$ cat src/rtl/decode_stage_pkg.sv
// decode_stage_pkg: shared types and constants for the decode stage.
//   - fetch bundle geometry (addr/block/inst typedefs shared with fetch)
//   - opcode enum, HALT word, instruction field slice positions
//   - dec_t: the registered decoded bundle handed to execute
//   - op_ctl(): per-opcode control (legality, source usage, write, halt)
package decode_stage_pkg;

  localparam int ADDR_W  = 9;
  localparam int BLOCK_W = 16;
  localparam int NREG    = 16;
  localparam int REG_W   = 4;
  localparam int IMM_W   = 8;
  localparam int INST_W  = ADDR_W + BLOCK_W;

  typedef logic [ADDR_W-1:0]  addr_t;
  typedef logic [BLOCK_W-1:0] block_t;
  typedef logic [INST_W-1:0]  inst_t;
  typedef logic [REG_W-1:0]   reg_t;
  typedef logic [IMM_W-1:0]   imm_t;

  // Field slices inside the instruction word
  localparam int OP_MSB  = 15;
  localparam int OP_LSB  = 12;
  localparam int RD_MSB  = 11;
  localparam int RD_LSB  = 8;
  localparam int RS_MSB  = 7;
  localparam int RS_LSB  = 4;
  localparam int RT_MSB  = 3;
  localparam int RT_LSB  = 0;
  localparam int IMM_MSB = 7;
  localparam int IMM_LSB = 0;

  localparam block_t HALT_WORD = 16'hFFFF;

  typedef enum logic [3:0] {
    OP_NOP  = 4'h0,
    OP_ADD  = 4'h1,
    OP_SUB  = 4'h2,
    OP_AND  = 4'h3,
    OP_OR   = 4'h4,
    OP_LI   = 4'h5,
    OP_LD   = 4'h8,
    OP_ST   = 4'h9,
    OP_BEQZ = 4'hA,
    OP_JMP  = 4'hB,
    OP_HALT = 4'hF
  } opcode_e;

  typedef struct packed {
    logic    valid;
    addr_t   pc;
    opcode_e op;
    reg_t    rd;
    reg_t    rs;
    reg_t    rt;
    imm_t    imm;
    logic    wr;
    logic    illegal;
  } dec_t;

  // Decoded control for one instruction word
  typedef struct packed {
    logic legal;
    logic use_rs;
    logic use_rt;
    logic use_rd;   // BEQZ tests rd, so rd is a source there
    logic wr;
    logic halt;
  } ctl_t;

  function automatic ctl_t op_ctl(input block_t word);
    ctl_t c;
    c = '0;
    case (opcode_e'(word[OP_MSB:OP_LSB]))
      OP_NOP: c.legal = 1'b1;
      OP_ADD, OP_SUB, OP_AND, OP_OR: begin
        c.legal  = 1'b1;
        c.use_rs = 1'b1;
        c.use_rt = 1'b1;
        c.wr     = 1'b1;
      end
      OP_LI: begin
        c.legal = 1'b1;
        c.wr    = 1'b1;
      end
      OP_LD: begin
        c.legal  = 1'b1;
        c.use_rs = 1'b1;
        c.wr     = 1'b1;
      end
      OP_ST: begin
        c.legal  = 1'b1;
        c.use_rs = 1'b1;
        c.use_rt = 1'b1;
      end
      OP_BEQZ: begin
        c.legal  = 1'b1;
        c.use_rd = 1'b1;
      end
      OP_JMP: c.legal = 1'b1;
      OP_HALT: begin
        // Only the all-ones word is HALT; the rest of the 0xF page is illegal
        if (word == HALT_WORD) begin
          c.legal = 1'b1;
          c.halt  = 1'b1;
        end else begin
          c = '0;
        end
      end
      default: c = '0;
    endcase
    return c;
  endfunction

endpackage

$ cat src/rtl/decode_scoreboard.sv
// decode_scoreboard: register-pending bits for RAW hazard detection.
//   clk, rst         clock, async active-low reset
//   set_en/set_reg   mark a register pending on issue of a writer
//   clr_en/clr_reg   writeback retires a pending register
//   qa_*/qb_*        two source-register queries
//   hazard           a queried register is pending after this cycle's clear
//   pending          current pending vector (before this cycle's update)
// r0 is never marked pending and a clear of r0 is ignored.
module decode_scoreboard
  import decode_stage_pkg::*;
(
  input  logic            clk,
  input  logic            rst,
  input  logic            set_en,
  input  reg_t            set_reg,
  input  logic            clr_en,
  input  reg_t            clr_reg,
  input  logic            qa_en,
  input  reg_t            qa_reg,
  input  logic            qb_en,
  input  reg_t            qb_reg,
  output logic            hazard,
  output logic [NREG-1:0] pending
);

  logic [NREG-1:0] pending_q;
  logic [NREG-1:0] pending_d;
  logic [NREG-1:0] set_mask_s;
  logic [NREG-1:0] clr_mask_s;
  logic [NREG-1:0] after_clr_s;
  logic            hit_a_s;
  logic            hit_b_s;

  // Set/clear masks, clear-bypassed view for the query, next pending state
  always_comb begin
    set_mask_s = '0;
    clr_mask_s = '0;
    if (set_en && (set_reg != 4'd0)) begin
      set_mask_s[set_reg] = 1'b1;
    end else begin
      set_mask_s = '0;
    end
    if (clr_en && (clr_reg != 4'd0)) begin
      clr_mask_s[clr_reg] = 1'b1;
    end else begin
      clr_mask_s = '0;
    end
    // Writeback clear is visible to this cycle's hazard check
    after_clr_s = pending_q & ~clr_mask_s;
    // Set is applied after clear so a same-cycle set of the same reg wins
    pending_d   = after_clr_s | set_mask_s;
    hit_a_s     = qa_en && (qa_reg != 4'd0) && after_clr_s[qa_reg];
    hit_b_s     = qb_en && (qb_reg != 4'd0) && after_clr_s[qb_reg];
    hazard      = hit_a_s | hit_b_s;
  end

  // Pending-bit storage
  always_ff @(posedge clk or negedge rst) begin
    if (!rst) begin
      pending_q <= '0;
    end else begin
      pending_q <= pending_d;
    end
  end

  assign pending = pending_q;

endmodule

$ cat src/rtl/decode_stage.sv
// decode_stage: instruction decode with RAW scoreboard, flush and sticky HALT.
//   clk, rst              clock, async active-low reset
//   inst_in               fetch bundle {pc[24:16], instruction[15:0]}
//   do_branch, do_jump    flush requests from downstream
//   wb_en, wb_reg         writeback retiring a pending register
//   stall                 combinational hold request to fetch
//   dec_*                 registered decoded bundle (1-cycle latency)
//   halted                sticky halt, cleared only by reset
module decode_stage
  import decode_stage_pkg::*;
(
  input  logic        clk,
  input  logic        rst,
  input  logic [24:0] inst_in,
  input  logic        do_branch,
  input  logic        do_jump,
  input  logic        wb_en,
  input  logic [3:0]  wb_reg,
  output logic        stall,
  output logic        dec_valid,
  output logic [8:0]  dec_pc,
  output logic [3:0]  dec_op,
  output logic [3:0]  dec_rd,
  output logic [3:0]  dec_rs,
  output logic [3:0]  dec_rt,
  output logic [7:0]  dec_imm,
  output logic        dec_wr,
  output logic        dec_illegal,
  output logic        halted
);

  dec_t            dec_q;
  dec_t            dec_d;
  logic            halted_q;
  logic            halted_d;

  block_t          word_s;
  addr_t           pc_s;
  ctl_t            ctl_s;
  reg_t            rd_s;
  reg_t            rs_s;
  reg_t            rt_s;
  logic            qa_en_s;
  reg_t            qa_reg_s;
  logic            flush_s;
  logic            hazard_s;
  logic            stall_s;
  logic            set_en_s;
  logic [NREG-1:0] pending_s;

  // Field extraction and source-register selection for the hazard query
  always_comb begin
    word_s = inst_in[BLOCK_W-1:0];
    pc_s   = inst_in[INST_W-1:BLOCK_W];
    ctl_s  = op_ctl(word_s);
    rd_s   = word_s[RD_MSB:RD_LSB];
    rs_s   = word_s[RS_MSB:RS_LSB];
    rt_s   = word_s[RT_MSB:RT_LSB];
    // Port A carries rs, or rd for BEQZ; no opcode uses both
    if (ctl_s.use_rd) begin
      qa_en_s  = 1'b1;
      qa_reg_s = rd_s;
    end else begin
      qa_en_s  = ctl_s.use_rs;
      qa_reg_s = rs_s;
    end
  end

  decode_scoreboard u_sb (
    .clk     (clk),
    .rst     (rst),
    .set_en  (set_en_s),
    .set_reg (rd_s),
    .clr_en  (wb_en),
    .clr_reg (wb_reg),
    .qa_en   (qa_en_s),
    .qa_reg  (qa_reg_s),
    .qb_en   (ctl_s.use_rt),
    .qb_reg  (rt_s),
    .hazard  (hazard_s),
    .pending (pending_s)
  );

  // Stall request; a hazard needs at least one pending entry
  always_comb begin
    flush_s = do_branch | do_jump;
    stall_s = hazard_s & (|pending_s) & ~flush_s & ~halted_q;
  end

  // Next decoded bundle, halt flag and scoreboard set, in priority order
  always_comb begin
    dec_d    = '0;
    halted_d = halted_q;
    set_en_s = 1'b0;
    if (flush_s) begin
      dec_d = '0;
    end else if (halted_q) begin
      dec_d = '0;
    end else if (stall_s) begin
      dec_d = '0;
    end else begin
      dec_d.pc      = pc_s;
      dec_d.op      = opcode_e'(word_s[OP_MSB:OP_LSB]);
      dec_d.rd      = rd_s;
      dec_d.rs      = rs_s;
      dec_d.rt      = rt_s;
      dec_d.imm     = word_s[IMM_MSB:IMM_LSB];
      dec_d.wr      = ctl_s.wr;
      dec_d.illegal = ~ctl_s.legal;
      // NOP, HALT and illegal words go downstream as bubbles
      dec_d.valid   = ctl_s.legal & ~ctl_s.halt &
                      (word_s[OP_MSB:OP_LSB] != 4'h0);
      halted_d      = halted_q | ctl_s.halt;
      set_en_s      = dec_d.valid & ctl_s.wr;
    end
  end

  // Output registers
  always_ff @(posedge clk or negedge rst) begin
    if (!rst) begin
      dec_q    <= '0;
      halted_q <= 1'b0;
    end else begin
      dec_q    <= dec_d;
      halted_q <= halted_d;
    end
  end

  assign stall       = stall_s;
  assign dec_valid   = dec_q.valid;
  assign dec_pc      = dec_q.pc;
  assign dec_op      = dec_q.op;
  assign dec_rd      = dec_q.rd;
  assign dec_rs      = dec_q.rs;
  assign dec_rt      = dec_q.rt;
  assign dec_imm     = dec_q.imm;
  assign dec_wr      = dec_q.wr;
  assign dec_illegal = dec_q.illegal;
  assign halted      = halted_q;

endmodule

$ cat config.mk
export PLATFORM = sky130hd
export DESIGN_NAME = decode_stage
export DESIGN_NICKNAME = d
export VERILOG_FILES = /design/src/rtl/decode_stage_pkg.sv /design/src/rtl/decode_scoreboard.sv /design/src/rtl/decode_stage.sv
export SDC_FILE = /design/constraint.sdc
export NUM_CORES = 1
export LEC_CHECK = 0
export CAP_MARGIN = 20
export CORE_MARGIN = 10
export CORE_UTILIZATION = 43
export DETAILED_ROUTE_END_ITERATION = 8
export GPL_TIMING_DRIVEN = 0
export HOLD_SLACK_MARGIN = 0.02
export PLACE_DENSITY = 0.77
export SYNTH_ARGS = -nofsm -noshare
export SYNTH_HDL_FRONTEND = slang
export SYNTH_HIERARCHICAL = 1
export SYNTH_SLANG_ARGS = --single-unit
$ cat constraint.sdc
create_clock -name clk -period 2.95 [get_ports clk]
set_input_delay 0.295 -clock clk [delete_from_list [all_inputs] [get_ports clk]]
set_output_delay 0.295 -clock clk [all_outputs]
set_load 0.01 [all_outputs]
Word level (Yosys, flattened, before mapping)
Index checks and enable logic that the tools add are counted.
{ "classes": {"n_addsub": 0, "mul": 0, "n_div": 0, "n_lt_le_gt_ge": 6, "eq_ne": 11, "n_shift": 0, "muxes": 27, "n_bitwise": 16, "reduce_logical": 19} }
{ "op_table": {"columns": ["operator", "count"], "rows": [
  ["two-way mux 36 bit", 3],
  ["two-way mux 16 bit", 2],
  ["== test 4 bit, second input constant", 5],
  ["less-than comparator 4 x 5 -> 1 bit, second input constant", 4],
  ["nonzero test 4 bit", 5],
  ["bitwise AND 16 bit", 1],
  ["== test 16 bit, second input constant", 1],
  ["two-way mux 1 bit", 16],
  ["inverter 16 bit", 1],
  ["bitwise OR 16 bit", 1],
  ["OR reduction 16 bit", 1],
  ["OR reduction 6 bit", 2],
  ["OR reduction 10 bit", 1],
  ["binary-select mux 1 bit (select 4 bit)", 2],
  ["demux 1 bit (select 4 bit)", 2],
  ["== test 4 x 2 -> 1 bit, second input constant", 2],
  ["== test 4 x 3 -> 1 bit, second input constant", 2],
  ["greater-or-equal comparator 4 x 1 -> 1 bit, second input constant", 2],
  ["logical AND 1 bit", 8],
  ["bitwise AND 1 bit", 6],
  ["OR reduction 5 bit", 1],
  ["== test 4 x 1 -> 1 bit, second input constant", 1],
  ["logical NOT 4 bit", 1],
  ["two-way mux 4 bit", 1],
  ["3 further kinds", 8]
]} }
{ "totals": {"ff_bits": 53, "latch_bits": 0, "mem_bits_rw": 0, "mem_bits_ro": 0, "input_bits": 34, "out_inout_bits": 38, "wordCells": 90, "n_memories": 0} }

Longest topological paths before layout
{ "logic_depth": {"depth_word": 20, "depth_mapped": 16, "depth_no_buf": 13} }

Cells and area by module
The synthesis kept the hierarchy.
{ "modules_own_cells": {"columns": ["module", "n_inst", "cells_each", "area_per_inst_um2", "seq_area_each_um2"], "rows": [
  ["decode_stage", 1, 110, 1352.5, 725.7],
  ["decode_scoreboard", 1, 128, 1136.1, 400.4]
]} }

Worst setup path before layout
No wires, ideal clock.
{ "synth_timing": {"kind": "input-to-reg", "from": "in inst_in[13]", "to": "reg u_sb.pending_q[1], in the netlist u_sb/pending[1]", "setup_time_ns": 0.083, "arrival_time_ns": 3.403, "required_time_ns": 2.867, "slack_ns": -0.536, "stages": 15, "path_buffers": 3, "cell_sequence": "buf_2 -> nand2_1 -> nor3_2 -> mux2_2 -> buf_2 -> mux2_2 -> a311o_1 -> a211oi_2 -> o32ai_1 -> inv_1 -> a41oi_1 -> buf_2 -> a211oi_1 -> or3b_2 -> o21ai_0"} }
{ "synth_via": {"elab_chain_cells": 16, "elab_cells_between_ends": 47, "classes_between": "11 x eq/ne; 15 x mux; 9 x bitwise; 12 x reduce/logical"} }
{ "synth_rtl": {"columns": ["item", "line_no", "source"], "rows": [
  ["start, declared", "decode_stage.sv:14", "input logic [24:0] inst_in,"],
  ["== test 4 bit *", "decode_stage_pkg.sv:74", "case (opcode_e'(word[OP_MSB:OP_LSB]))"],
  ["two-way mux 1 bit *", null, null],
  ["two-way mux 4 bit *", "decode_stage.sv:60", "if (ctl_s.use_rd) begin"],
  ["net qa_reg_s[0]", "decode_stage.sv:44", "reg_t qa_reg_s;"],
  ["binary-select mux 1 bit (select 4 bit) or nonzero test 4 bit (tied branches)", "decode_scoreboard.sv:52", "hit_a_s = qa_en && (qa_reg != 4'd0) && after_clr_s[qa_reg];"],
  ["two-way mux 1 bit (not written as such) or logical AND 1 bit (tied branches)", "decode_scoreboard.sv:52", null],
  ["logical AND 1 bit *", "decode_scoreboard.sv:52", null],
  ["bitwise OR 1 bit *", "decode_scoreboard.sv:54", "hazard = hit_a_s | hit_b_s;"],
  ["net hazard_s", "decode_stage.sv:46", "logic hazard_s;"],
  ["[... 3 more ...]", null, null],
  ["two-way mux 1 bit *", "decode_stage.sv:99", "end else if (stall_s) begin"],
  ["two-way mux 1 bit *", "decode_stage.sv:97", "end else if (halted_q) begin"],
  ["two-way mux 1 bit *", "decode_stage.sv:95", "if (flush_s) begin"],
  ["net set_en_s", "decode_stage.sv:48", "logic set_en_s;"],
  ["logical AND 1 bit *", "decode_scoreboard.sv:38", "if (set_en && (set_reg != 4'd0)) begin"],
  ["two-way mux 16 bit *", "decode_scoreboard.sv:38", null],
  ["bitwise OR 16 bit *", "decode_scoreboard.sv:51", "pending_d = after_clr_s | set_mask_s;"],
  ["net u_sb.pending_d[1]", "decode_scoreboard.sv:27", "logic [NREG-1:0] pending_d;"],
  ["end signal, assigned", "decode_scoreboard.sv:62", "pending_q <= pending_d;"],
  ["end, declared", "decode_scoreboard.sv:26", "logic [NREG-1:0] pending_q;"]
]} }
Mark *: on every way through the listed nets, which the timed path passes. The rest lies on a longest branch. The select of a mux whose other input is x is not followed.
A chain may end at the register's enable or synchronous reset.

Worst setup path in the final report
{ "layout_timing": {"from": "in inst_in[13]", "to": "out stall"} }
{ "layout_via": {"elab_chain_cells": 10, "elab_cells_between_ends": 25, "classes_between": "7 x eq/ne; 7 x mux; 4 x bitwise; 7 x reduce/logical"} }
{ "layout_rtl": {"columns": ["item", "line_no", "source"], "rows": [
  ["== test 4 bit *", "decode_stage_pkg.sv:74", null],
  ["two-way mux 1 bit *", null, null],
  ["two-way mux 4 bit *", "decode_stage.sv:60", null],
  ["net qa_reg_s[0]", "decode_stage.sv:44", null],
  ["binary-select mux 1 bit (select 4 bit) or nonzero test 4 bit (tied branches)", "decode_scoreboard.sv:52", null],
  ["two-way mux 1 bit (not written as such) or logical AND 1 bit (tied branches)", "decode_scoreboard.sv:52", null],
  ["logical AND 1 bit *", "decode_scoreboard.sv:52", null],
  ["bitwise OR 1 bit *", "decode_scoreboard.sv:54", null],
  ["net hazard_s", "decode_stage.sv:46", null],
  ["bitwise AND 1 bit * (3 in a row)", "decode_stage.sv:87", "stall_s = hazard_s & (|pending_s) & ~flush_s & ~halted_q;"],
  ["end, declared", "decode_stage.sv:19", "output logic stall,"]
]} }
Marked as above.

==> impl.org <==
** Status
- Result of the run :: finished, violations left
- Violations in the final reports :: negative setup slack

** Clocking
- Clock tree from TritonCTS :: built
- CTS Buf Count :: 5
- Counting every sink on the clock net gives 45.
- H-tree depth :: 2
- Maximum clock insertion buffer count :: 2
- The clock reaches the later pin of the worst-skew pair after 290 ps.
- Clock transition at path regs :: approximately 90 ps
- Clock tree synthesis selected as its root buffer the cell clkbuf_8.

** Layout
- After the flow finishes, the layout carries non-filler instances totaling about 400.
- Final-stage net count :: approximately 360
- Final Core Density :: 66.2%
- Antenna diode count :: 0
- Fill count :: 419
- Relative to the synthesized area, the layout overhead comes to 48.2%.
- The post-route netlist has between 20% and 30% of its cells at a drive strength greater than 1.
- Final design instance area without fill :: 3690 um^2

** Global routing
- The number of global-route vias before repair came to 2290.
- The number of antenna violations at the first check in global routing was 0.
- Summed over all layers, the global routing overflow is 0.
- Total GRT Usage :: roughly 16%
- Pin count of the biggest net entering global routing :: 26
- The first global-routing pass estimated 11800 um of wire.

** Floorplanning
- Chip Height :: 96.1 um
- For this design the top-level I/O count stands at 72.
- After floorplanning, the core was divided into 27 placement rows.
- Overall die area :: around 9200 um^2
- Core area :: 5570 um^2
- Effective utilization at floorplan :: 44.6%
- The die is around 96 um wide.

** Place
- Global placer's final weighted congestion :: 0.927
- Inst Count DP :: 378
- Cell area after placement :: 3350 um^2
- In this run the tool buffered the top-level ports with 67 buffer cells.
- Summed over all nets, the half-perimeter wirelength after detailed placement is approximately 5500 um.

** Drt
- The count of nets left with antenna violations once routing finished came out at 0.
- Iteration count of the initial detailed-routing pass :: 5
- Count of vias placed by the detailed router :: about 2400
- Count of routing violations after the opening detailed-route iteration :: 374
- The routed design has 7580 um of wire.
- Wire length per cell :: 18.8 um
- DRC violations left :: 0
- In the routed layout, each cell is associated on average with a via count of 5.90.

** STA
- Transition time at the pin with the least slew margin :: 519 ps
- Max Slew Vio Count :: 0
- Max Freq :: 329 MHz
- Between clock sinks in the finished design, the worst skew comes to 7.32 ps.
- The total count of hold-check failures in the final report is 0.
- Setup repair after global routing could not meet its margin everywhere.
- For the finished layout, the period the worst path requires is 3040 ps.
- Setup violations remaining at the end of the flow were counted as 4.
- Measured against its own limit, the worst slew margin works out to 65.1%.
- The worst path uses 103% of the clock period.
- Final setup slack of the worst path :: -87.3 ps

** Yosys
- The largest total area in the synthesized netlist belongs to dfrtp_1.
- The netlist uses 50 different library cells.
- The synthesized design contains 0 enable-type register cells.
- Flops & latches, synth :: 45
- Count of warnings emitted by yosys :: 6
- Top flip-flop cell by instance count after synthesis :: dfrtp_1
- Cell types occupying the most area after synthesis :: dfrtp_1 (45%), nor3b_1 (5.4%), o21ai_0 (5.4%), o211ai_1 (4.5%), nor3b_2 (4.0%)
- By count the netlist is led by dfrtp_1 (45), o21ai_0 (27), nor3b_1 (18), o211ai_1 (15), buf_2 (10).
- The synthesized design devotes to its leading area cell type 45.2% of total area.
- The average instance in the mapped netlist occupies ~10 um^2.
- In the synthesized netlist, the number of instances is 238.
- The synthesized netlist occupies a cell area of about 2500 um^2.
- Net count after synthesis :: 272
- For this run, the register share of the synthesized area comes to a little under half.
- The most common cell in the synthesized netlist is dfrtp_1.
- Share of flip-flops with an asynchronous set or reset :: 100%

** Setup path
- WP data required :: approximately 2700 ps
- Beginning of the worst register-to-register path :: u_sb/pending[0]$_DFF_PN0_
- Setup crit start kind :: primary input
- Kind of end point of the critical path :: output pin
- Arrival time reported for the critical path endpoint :: between 2000 and 3000 ps
- The worst setup path is of the primary input to output pin kind.
- For flop-to-flop paths, the worst setup slack is 330 ps.
- Max Fanout on Critical Path :: 5
- Launching instance or port of the critical path :: inst_in[13]

** Power
- Across the VDD grid, the largest voltage drop is 187 uV.
- For this design the ratio of total power to cell area is 325 nW/um^2.
- Leakage :: approximately 1.5 nW

** Flow run
- Across the run, the number of max-cap violations was 0.

** Worst hold path
- Hold WC Path Type :: primary input to flip-flop
- In this run the most critical hold path is launched from inst_in[15].
[sequential cells by signal, indices dropped and copies added (netlist names)]
signal	count
dec_valid	1
dec_rd	4
dec_illegal	1
dec_op	4
u_sb/pending	16
dec_imm	8
dec_wr	1
halted	1
dec_pc	9
[where the power goes]
part / total [mW] / switching [mW] / internal, mW
combinational: 0.196 / 0.0995 / 0.0964
clock: 0.388 / 0.219 / 0.168
sequential: 0.617 / 0.000340 / 0.617
total: 1.20 / 0.319 / 0.881
[per-stage QoR]
step	setup TNS, ps	hold WS, ps	total power, mW	worst slack (ps)
6_report	-212	274	1.20	-87.3
3_5_place_dp	-19270	291	0.797	-1130
5_1_grt	-875	260	1.26	-220
3_3_place_gp	-18870	509	0.792	-1110
2_1_floorplan	-386	-0.591	0.710	-124
4_1_cts	-1020	273	1.20	-161
[kinds of logic (layout without fill, tap and decap cells)]
logic type             after synthesis  in the layout  synth area share, %
AND/OR/NAND/NOR                     81             81                 23.9
AO/OA/AOI/OAI                       71             71                 19.3
flip-flops                          45             45                 45.2
multiplexers                        10             10                 4.32
XOR/XNOR                             2              2                0.704
buffers and inverters               29            121                 6.54
[critical path, stage by stage]
cell	delay, ps
buf_12	90
nand2_4	50
nor3_4	210
mux2_4	350
buf_6	130
xnor2_2	120
a2111oi_2	290
a311o_1	180
a211oi_2	50
o32ai_2	120
inv_1	110
a41oi_4	280
buf_6	140
nor4b_4	160
buf_2	170
[path summary, 6_finish.rpt]
path	endpoint	cells after the start
setup / recovery	stall	15
hold / removal	dec_op[3]$_DFF_PN0_	2
setup reg to reg	u_sb/pending[1]$_DFF_PN0_	10
hold reg to reg	u_sb/pending[0]$_DFF_PN0_	1
max in group asynchronous	u_sb/pending[0]$_DFF_PN0_	3
min in group asynchronous	dec_rd[2]$_DFF_PN0_	2
[cell type report]
class | instances | area, um^2 | share of cell area, %
inverters | 6 | 22.5 | 0.611
clock buffers | 5 | 68.8 | 1.87
multi-input cells | 164 | 1330 | 36.0
repair buffers | 85 | 848 | 23.0
plain buffers | 22 | 185 | 5.02
flip-flops and latches | 45 | 1130 | 30.5
clock inverters | 3 | 21.3 | 0.577
well taps | 72 | 90.1 | 2.44
[cells in the final DEF (no fill, tap or decap), types with 3 or more instances in the layout]
master            n
a21oi_1           4
buf_2             7
buf_4            21
buf_6             5
buf_8             3
clkbuf_8          5
clkdlybuf4s50_1  55
dfrtp_1          45
dlygate4sd2_1     4
dlymetal6s2s_1    4
inv_1             5
mux2_2            3
mux2_4            3
mux2i_1           4
nand2_1           8
nand2b_1          4
nand3b_1          4
nand4_1           5
nor2_1            6
nor2b_1           3
nor3b_1          18
nor3b_2           8
nor4_1            5
o2111ai_1         4
o211ai_1         15
o21ai_0          10
o21ai_1          15
[what timing repair did]
item / in CTS / in global routing
buffers inserted: 12 / 4
hold buffers: 1 / 0
endpoints found under the hold margin: 20 / 0
resized for setup: 54 / 13
pin swaps: 17 / 10
setup endpoints to repair: 36 / 18
[per-layer routing]
metal / track usage (%) / part of all wire [%] / vias to the layer above
met5: 0 / 0 / -
met3: 3.04 / 9.3 / 19
li1: - / - / 1090
met4: 4.67 / 2.0 / 0
met2: 28.1 / 51 / 135
met1: 19.8 / 38 / 1129
Note: power is estimated with default switching activity, not from simulation.
